$ cat src/rtl/mips_prog_loader_if.sv
// Byte-stream input and memory write bus of the program loader.
// slave = loader side, master = host/memory side.
interface mips_prog_loader_if #(
    parameter int ADDR_W = 10
);
    logic              in_valid;
    logic [7:0]        in_data;
    logic              in_ready;
    logic              mem_we;
    logic [ADDR_W-1:0] mem_addr;
    logic [31:0]       mem_wdata;

    modport slave (
        input  in_valid, in_data,
        output in_ready, mem_we, mem_addr, mem_wdata
    );

    modport master (
        output in_valid, in_data,
        input  in_ready, mem_we, mem_addr, mem_wdata
    );
endinterface

$ cat src/rtl/mips_prog_loader.sv
// Framed byte-stream loader: big-endian words into unified memory,
// holds the MIPS core while loading, releases it with a start pulse.
module mips_prog_loader #(
    parameter int         ADDR_W   = 10,
    parameter logic [7:0] HDR_LOAD = 8'hA5,
    parameter logic [7:0] HDR_RUN  = 8'hA6
) (
    input  logic                clk1,
    input  logic                rst_n,
    mips_prog_loader_if.slave   bus,
    output logic                cpu_hold,
    output logic                start_pulse,
    output logic                load_done,
    output logic                load_err
);
    typedef enum logic [3:0] {
        IDLE, ADDR_HI, ADDR_LO, CNT_HI, CNT_LO,
        DATA, CSUM, DONE, ERR
    } state_t;

    state_t            r_state;
    state_t            w_nstate;
    logic              r_run;
    logic [ADDR_W-1:0] r_addr;
    logic [15:0]       r_cnt;
    logic [31:0]       r_asm;
    logic [1:0]        r_bcnt;
    logic [7:0]        r_csum;
    logic              r_in_ready;
    logic              r_mem_we;
    logic [ADDR_W-1:0] r_mem_addr;
    logic [31:0]       r_mem_wdata;
    logic              r_hold;
    logic              r_start;
    logic              r_done;
    logic              r_err;

    logic              w_acc;
    logic [7:0]        w_byte;
    logic              w_hdr;
    logic              w_last;

    assign w_acc  = bus.in_valid && r_in_ready;
    assign w_byte = bus.in_data;
    assign w_hdr  = (w_byte == HDR_LOAD) || (w_byte == HDR_RUN);
    // last byte of the last remaining word
    assign w_last = (r_bcnt == 2'd3) && (r_cnt == 16'd1);

    assign bus.in_ready  = r_in_ready;
    assign bus.mem_we    = r_mem_we;
    assign bus.mem_addr  = r_mem_addr;
    assign bus.mem_wdata = r_mem_wdata;
    assign cpu_hold      = r_hold;
    assign start_pulse   = r_start;
    assign load_done     = r_done;
    assign load_err      = r_err;

    // State register
    always_ff @(posedge clk1 or negedge rst_n) begin
        if (!rst_n) r_state <= IDLE;
        else        r_state <= w_nstate;
    end

    // Next-state decode, advancing only on accepted bytes
    always_comb begin
        w_nstate = r_state;
        if (w_acc) begin
            unique case (r_state)
                IDLE, DONE, ERR:
                    if (w_hdr) w_nstate = ADDR_HI;
                ADDR_HI: w_nstate = ADDR_LO;
                ADDR_LO: w_nstate = CNT_HI;
                CNT_HI:  w_nstate = CNT_LO;
                CNT_LO:
                    w_nstate = ({r_cnt[15:8], w_byte} != 16'd0)
                             ? DATA : CSUM;
                DATA:
                    if (w_last) w_nstate = CSUM;
                CSUM:
                    w_nstate = (w_byte == r_csum) ? DONE : ERR;
                default: w_nstate = IDLE;
            endcase
        end
    end

    // Datapath: field capture, word assembly, writes and status flags
    always_ff @(posedge clk1 or negedge rst_n) begin
        if (!rst_n) begin
            r_run       <= 1'b0;
            r_addr      <= '0;
            r_cnt       <= '0;
            r_asm       <= '0;
            r_bcnt      <= '0;
            r_csum      <= '0;
            r_in_ready  <= 1'b0;
            r_mem_we    <= 1'b0;
            r_mem_addr  <= '0;
            r_mem_wdata <= '0;
            r_hold      <= 1'b1;
            r_start     <= 1'b0;
            r_done      <= 1'b0;
            r_err       <= 1'b0;
        end else begin
            r_in_ready <= 1'b1;
            r_mem_we   <= 1'b0;
            r_start    <= 1'b0;
            if (w_acc) begin
                unique case (r_state)
                    IDLE, DONE, ERR: begin
                        if (w_hdr) begin
                            r_run  <= (w_byte == HDR_RUN);
                            r_done <= 1'b0;
                            r_err  <= 1'b0;
                            r_hold <= 1'b1;
                            r_csum <= '0;
                            r_bcnt <= '0;
                        end
                    end
                    ADDR_HI: begin
                        r_asm  <= {24'd0, w_byte};
                        r_csum <= r_csum ^ w_byte;
                    end
                    ADDR_LO: begin
                        r_addr <= ADDR_W'({r_asm[7:0], w_byte});
                        r_csum <= r_csum ^ w_byte;
                    end
                    CNT_HI: begin
                        r_cnt[15:8] <= w_byte;
                        r_csum      <= r_csum ^ w_byte;
                    end
                    CNT_LO: begin
                        r_cnt[7:0] <= w_byte;
                        r_csum     <= r_csum ^ w_byte;
                    end
                    DATA: begin
                        r_asm  <= {r_asm[23:0], w_byte};
                        r_csum <= r_csum ^ w_byte;
                        r_bcnt <= r_bcnt + 2'd1;
                        if (r_bcnt == 2'd3) begin
                            r_mem_we    <= 1'b1;
                            r_mem_addr  <= r_addr;
                            r_mem_wdata <= {r_asm[23:0], w_byte};
                            r_addr      <= r_addr + ADDR_W'(1);
                            r_cnt       <= r_cnt - 16'd1;
                        end
                    end
                    CSUM: begin
                        if (w_byte == r_csum) begin
                            r_done <= 1'b1;
                            if (r_run) begin
                                r_hold  <= 1'b0;
                                r_start <= 1'b1;
                            end
                        end else begin
                            r_err <= 1'b1;
                        end
                    end
                    default: ;
                endcase
            end
        end
    end
endmodule

$ cat src/flat_wrapper.sv
// flat-port wrapper written by rule: the top's interface ports become plain ports
module mips_prog_loader_flat 
#(
    parameter int         ADDR_W   = 10,
    parameter logic [7:0] HDR_LOAD = 8'hA5,
    parameter logic [7:0] HDR_RUN  = 8'hA6
)
  (clk1, rst_n, cpu_hold, start_pulse, load_done, load_err, bus_in_valid, bus_in_data, bus_in_ready, bus_mem_we, bus_mem_addr, bus_mem_wdata);
  mips_prog_loader_if #(.ADDR_W(ADDR_W)) bus_i ();
  input  logic clk1;
  input  logic rst_n;
  output logic cpu_hold;
  output logic start_pulse;
  output logic load_done;
  output logic load_err;
  input wire logic [$bits(bus_i.in_valid)-1:0] bus_in_valid;
  input wire logic [$bits(bus_i.in_data)-1:0] bus_in_data;
  output wire logic [$bits(bus_i.in_ready)-1:0] bus_in_ready;
  output wire logic [$bits(bus_i.mem_we)-1:0] bus_mem_we;
  output wire logic [$bits(bus_i.mem_addr)-1:0] bus_mem_addr;
  output wire logic [$bits(bus_i.mem_wdata)-1:0] bus_mem_wdata;
  assign bus_i.in_valid = bus_in_valid;
  assign bus_i.in_data = bus_in_data;
  assign bus_in_ready = bus_i.in_ready;
  assign bus_mem_we = bus_i.mem_we;
  assign bus_mem_addr = bus_i.mem_addr;
  assign bus_mem_wdata = bus_i.mem_wdata;
  mips_prog_loader #(.ADDR_W(ADDR_W), .HDR_LOAD(HDR_LOAD), .HDR_RUN(HDR_RUN)) u_core (.clk1(clk1), .rst_n(rst_n), .bus(bus_i), .cpu_hold(cpu_hold), .start_pulse(start_pulse), .load_done(load_done), .load_err(load_err));
endmodule
$ cat config.mk
export PLATFORM = sky130hd
export DESIGN_NAME = mips_prog_loader_flat
export DESIGN_NICKNAME = d
export VERILOG_FILES = /design/src/rtl/mips_prog_loader_if.sv /design/src/rtl/mips_prog_loader.sv /design/src/flat_wrapper.sv
export SDC_FILE = /design/constraint.sdc
export NUM_CORES = 1
export LEC_CHECK = 0
export BUFFER_PORTS_ARGS = -buffer_cell sky130_fd_sc_hd__buf_2
export CELL_PAD_IN_SITES_DETAIL_PLACEMENT = 0
export CELL_PAD_IN_SITES_GLOBAL_PLACEMENT = 1
export CORE_UTILIZATION = 25
export CTS_CLUSTER_SIZE = 8
export DETAILED_ROUTE_END_ITERATION = 16
export PLACE_DENSITY = 0.59
export SETUP_SLACK_MARGIN = 0.3
export SLEW_MARGIN = 10
export SYNTH_ARGS = -nofsm -noshare
export SYNTH_HDL_FRONTEND = slang
export SYNTH_SLANG_ARGS = --single-unit
$ cat constraint.sdc
create_clock -name clk1 -period 5.9 [get_ports clk1]
set_input_delay 1.18 -clock clk1 [delete_from_list [all_inputs] [get_ports clk1]]
set_output_delay 1.18 -clock clk1 [all_outputs]
set_load 0.05 [all_outputs]
==> results.toml, run 1 <==
[outcome]
status = "completed"

[synthesis]
synthAdderAreaFrac_pct = 0.9357
synth.mux.area_fraction_pct = 11.35
yosys_register_bits = 113
netlist_area_um2 = 5349
synthXorXnorAreaFrac_pct = 1.474
netlist-cell-type-count = 57
synth-main-ff-cell = "dfrtp_1"
synth_edf_count = 0
synth_compound_area_share_pct = 16.30
synthSimpleGateAreaFrac_pct = 13.59
async_reset_ff_share_pct = 100.0
yosys_warnings = 0
syn-num-nets = 500
ys_seq_area_share_pct = 52.89
synthCells = 485
synth_top_family_by_area = "compound AO/OA/AOI/OAI gates"
syn_avg_cell_area_um2 = 11.03

[power]
ir_drop_mv = 0.1512
p_per_area_nw_per_um2 = 457.0
p_leak_nw = 3.027

[critical_path]
critical_path.top_delay_family = "simple AND/OR/NAND/NOR gates"
start_kind = "input port"
crit_slowest_cell = "o21a_1"
crit_fanout = 19
required_ps = 6230
cp_cell_sequence = "buf_2 > nor4bb_1 > and4_1 > o21a_1 > mux2i_1"
endpoint_kind = "flip-flop"
worstSetupPathType = "input port to flip-flop"
slowest_delay_ps = 640
cp.arrival_ps = 3050
crit_buf_inv = 1

[timing]
rsz0062_at_grt = "no"
slew-limit-headroom_pct = 33.21
final_hold_viol_count = 0
setup_viol = 0
finClkSkew_ps = 8.170
worstMarginPinSlew_ps = 999.4
min_period_ps = 2721
tns_ps = 0
finalCritPeriodShare_pct = 46.12
maxSlewViolCount = 0
fmax_mhz = 367.5

[drt]
drt-initial-drc-count = 337
vias_per_cell = 4.807
wl_per_cell_um = 15.83
wl_um = 12980
num_vias = 3942
drc_errors = 0
ant_nets = 0
drt-pass1-iter-count = 4

[placed_design]
port_buffers = 58
post_dp_cell_area_um2 = 5876
hpwl_um = 8718
place.gp.congestion = 0.7643
dp.cells = 788

[final_layout]
layout_commonest_cell = "dfrtp_1"
fin_nets = 547
drive_gt1_share_pct = 28.44
diodes = 0
layout.cells.non_filler = 820
stdcell_area_um2 = 6481
layout_common_cells = "dfrtp_1 (112), buf_2 (57), mux2_2 (53)"
syn_to_final_growth_pct = 21.17

[floorplanning]
ioPinCount = 59
num_rows = 53
fp.dieW_um = 148.3
start_util_pct = 25.44
die-area_um2 = 21980
die_h_um = 148.3
core_um2 = 21020

[cts]
cts_buffer_depth = 2
cts_tree = "done"
cts_resized = 0
clk_pin_slew_ps = 50
post_cts_buffers = 0
cts_root_buf = "clkbuf_16"
clk_latency_ps = 410
cts_hold_buf = 0
h-tree-depth = 4
clkSinkCount = 113
numCtsBuffers = 17

[global_route]
grt-ovfl-total = 0
globalRouteTotalUtil_pct = 12.54
grt_pass1_vias = 3757
grt_max_degree = 70
grt_first_pass_wirelength_um = 21130
antenna_found_initial = 0

[flow_run]
max-cap-violations = 0

[worst_hold_path]
hp-class = "flip-flop to flip-flop"
==> power breakdown <==
part	internal, mW	leakage [nW]	total (mW)	switching (mW)
Clock	0.692	0.298	1.05	0.355
Sequential	0.969	1.49	1.20	0.236
Combinational	0.303	1.23	0.710	0.408
==> cells in the mapped netlist, types with 3 or more instances <==
| cell type | number | area (um2) |
|---|---|---|
| and3b_1 | 3 | 26.28 |
| xor2_1 | 9 | 78.83 |
| and2_1 | 3 | 18.77 |
| a22o_1 | 21 | 183.9 |
| nand4_1 | 4 | 25.02 |
| nor2b_1 | 6 | 37.54 |
| a21o_1 | 10 | 75.07 |
| o22ai_1 | 4 | 25.02 |
| mux2_2 | 53 | 596.8 |
| a31oi_1 | 6 | 37.54 |
| buf_2 | 7 | 35.03 |
| nor3b_1 | 3 | 22.52 |
| dfrtp_1 | 112 | 2803 |
| a21oi_1 | 39 | 195.2 |
| or3_1 | 5 | 31.28 |
| o21a_1 | 3 | 22.52 |
| ha_1 | 4 | 50.05 |
| clkbuf_1 | 23 | 86.33 |
| buf_4 | 4 | 30.03 |
| nor4_1 | 7 | 43.79 |
| nor2_1 | 17 | 63.81 |
| nand2b_1 | 22 | 137.6 |
| inv_1 | 5 | 18.77 |
| nor4bb_1 | 3 | 30.03 |
| nand3_1 | 10 | 50.05 |
| nand2_1 | 30 | 112.6 |
| o21ai_0 | 30 | 150.1 |
| nor3_1 | 7 | 35.03 |
==> cells by family after synthesis <==
group,after synthesis
AO/OA/AOI/OAI,133
XOR/XNOR,9
adder cells (fa/ha/maj),4
buffers and inverters,40
flip-flops,113
multiplexers,54
other,1
AND/OR/NAND/NOR,131
==> flip-flops by register name (all words and copies together), names as in the netlist, 2 cells and up <==
signal / cells
u_core.r_asm: 24
u_core.r_bcnt: 2
u_core.r_cnt: 16
u_core.r_addr: 10
u_core.r_state: 4
u_core.bus.mem_addr: 10
u_core.r_csum: 8
u_core.bus.mem_wdata: 32
==> worst min-delay path, cell delays in order, from the launching register on <==
cell and delay [ps]:
dfstp_2 360, inv_1 50, a21oi_1 60
==> path summary, 6_finish.rpt <==
kind | start | end | slack (ps) | depth (start not counted)
worst max-delay path | bus_in_data[7] | u_core.r_bcnt[0] | 3180 | 5
worst min-delay path | u_core.cpu_hold | u_core.cpu_hold | 470 | 2
worst max register to register | u_core.r_state[1] | u_core.bus.mem_wdata[25] | 3320 | 5
worst min register to register | u_core.cpu_hold | u_core.cpu_hold | 470 | 2
max in group asynchronous | rst_n | u_core.bus.mem_addr[2] | 3860 | 2
min in group asynchronous | rst_n | u_core.bus.mem_wdata[21] | 880 | 1
==> layout make-up <==
type / instances / area [um2]
clock buffer: 21 / 470.5
timing repair buffer: 63 / 330.3
fill: 2103 / 14540
clock inverter: 11 / 135.1
inverter: 5 / 18.77
multi-input combinational: 332 / 2354
tap: 275 / 344.1
sequential: 113 / 2829
==> per-stage QoR <==
step	util [%]	worst slack, ps	hold WS [ps]	power, mW
CTS	30.83	3155	469.5	2.987
global route	30.83	3018	490.4	3.136
floorplan	-	3128	449.5	1.707
finish	30.83	3179	470.8	2.962
detailed placement	27.95	2709	462.7	1.924
global placement	27.95	2721	462.9	1.904
==> routing by layer <==
metal  track usage [%]  up-vias  share of wire, %
met5                 0        -                 0
met4             4.897        0               1.6
met3             2.883       15               4.8
met2             17.49       94                43
met1             18.49     1968                50
li1                  -     1865                 -
(Power assumes the default switching activity.)
==> run 2, diff against run 1 <==
- clock period: 5.9 -> 2.8 ns (I/O delays scaled with it)
==> results.toml, run 2 (same netlist as run 1, synthesis figures left out) <==
[placed_design]
hpwl_um = 9296
place_ws_ps = 150.1
place.gp.congestion = 0.7540
post_dp_cell_area_um2 = 5991
port_buffers = 58

[power]
finalPower_mw = 6.172
p_leak_nw = 3.067
p_per_area_nw_per_um2 = 942.6
ir_drop_mv = 0.4413

[critical_path]
start_kind = "input port"
cp.arrival_ps = 2580
crit_fanout = 9
worstSetupStartpoint = "bus_in_data[5]"
r2r-start = "u_core.r_state[2]"
endpoint_kind = "flip-flop"
required_ps = 3100
worstSetupPathType = "input port to flip-flop"

[cts]
cts_buffer_depth = 2
cts_root_buf = "clkbuf_16"
clkSinkCount = 113
cts_hold_buf = 0
clk_pin_slew_ps = 50
clk_latency_ps = 420
h-tree-depth = 4
numCtsBuffers = 17
cts_tree = "done"

[global_route]
antenna_found_initial = 0
grtUsageMet2_pct = 19.15
use_met1_pct = 18.34
grt_max_degree = 52
gr-usage-met3_pct = 3.497
grt-ovfl-total = 0
grt_pass1_vias = 3786
grt_first_pass_wirelength_um = 21750
globalRouteTotalUtil_pct = 12.93
top_usage_layer = "met2"

[floorplanning]
num_rows = 53
ioPinCount = 59
fp.dieW_um = 148.3
core_um2 = 21020
start_util_pct = 25.44
die-area_um2 = 21980
die_h_um = 148.3

[drt]
wl_per_cell_um = 16.47
drt-pass1-iter-count = 5
drt-initial-drc-count = 250
vias_per_cell = 4.825
drc_errors = 0
ant_nets = 0
num_vias = 4014
wl_um = 13700

[timing]
min_period_ps = 2287
finalCritPeriodShare_pct = 81.66
final_hold_viol_count = 0
setup_viol = 0
rsz0062_at_grt = "no"
tns_ps = 0
worstMarginPinSlew_ps = 755.9
slew-limit-headroom_pct = 48.92
timing.final.ws_setup_ps = 513.4
fmax_mhz = 437.3
finClkSkew_ps = 9.947
maxSlewViolCount = 0

[final_layout]
nFillCells = 2144
layout_common_cells = "dfrtp_1 (112), buf_2 (57), mux2_2 (53)"
diodes = 0
largest_reg_flops = 32
drive_gt1_share_pct = 29.62
layout_commonest_cell = "dfrtp_1"
stdcell_area_um2 = 6548
syn_to_final_growth_pct = 22.41
fin_nets = 559

[outcome]
status = "completed"

[worst_hold_path]
hp-class = "input port to async pin"

[flow_run]
max-cap-violations = 0
## run 2: cell types whose count changed in the layout (fill, tap and decap cells not counted), sizes merged
cell,change
bufinv,-1
buf,+12
inv,+1
## run 2: what timing repair did
action / CTS / global route
hold endpoints to repair: 0 / 0
setup endpoints to repair: 0 / 10
buffers inserted: 0 / 0
gates resized for setup: 0 / 1
## run 2: per-layer routing
metal	wire (um)	share of wire, %
met5	0	0
met4	102	0.74
met3	532	3.9
met1	6865	50
met2	6199	45
## run 2: critical path, cell delays in order
cell      delay [ps]
buf_2            190
nor4bb_1         640
and4_1           400
nor2_1           130
a21oi_1          280
mux2_2           370
## run 2: final cells by class
cell class	instances	area, um2	share of cell area, %
clock inverter	11	113.9	1.739
tap	275	344.1	5.255
clock buffer	21	440.4	6.727
multi-input combinational	332	2356	35.98
timing repair buffer	75	445.4	6.803
inverter	5	18.77	0.2866
sequential	113	2829	43.21
## run 2: path summary, 6_finish.rpt
check | endpoint | slack, ps | cells past startpoint
min reg2reg | u_core.cpu_hold | 480 | 2
min in group clk1 | u_core.start_pulse | 470 | 3
max | u_core.r_state[2] | 510 | 6
max in group asynchronous | u_core.r_asm[2] | 1960 | 2
max reg2reg | u_core.r_state[2] | 590 | 5
min | u_core.bus.mem_wdata[21] | 150 | 1
## run 2: metrics by stage
step	std cells	hold WS, ps	util (%)
finish	832	146.6	31.15
global route	832	187.3	31.15
CTS	832	162.4	31.14
detailed placement	800	467.9	28.50
global placement	800	465.4	28.50
floorplan	485	264.4	-
## run 2: power by group
part,internal (mW),leakage (nW),switching [mW],total (mW)
clock,1.30,0.271,0.767,2.07
combinational,0.681,1.30,0.915,1.60
sequential,2.04,1.49,0.466,2.51
total,4.02,3.07,2.15,6.17
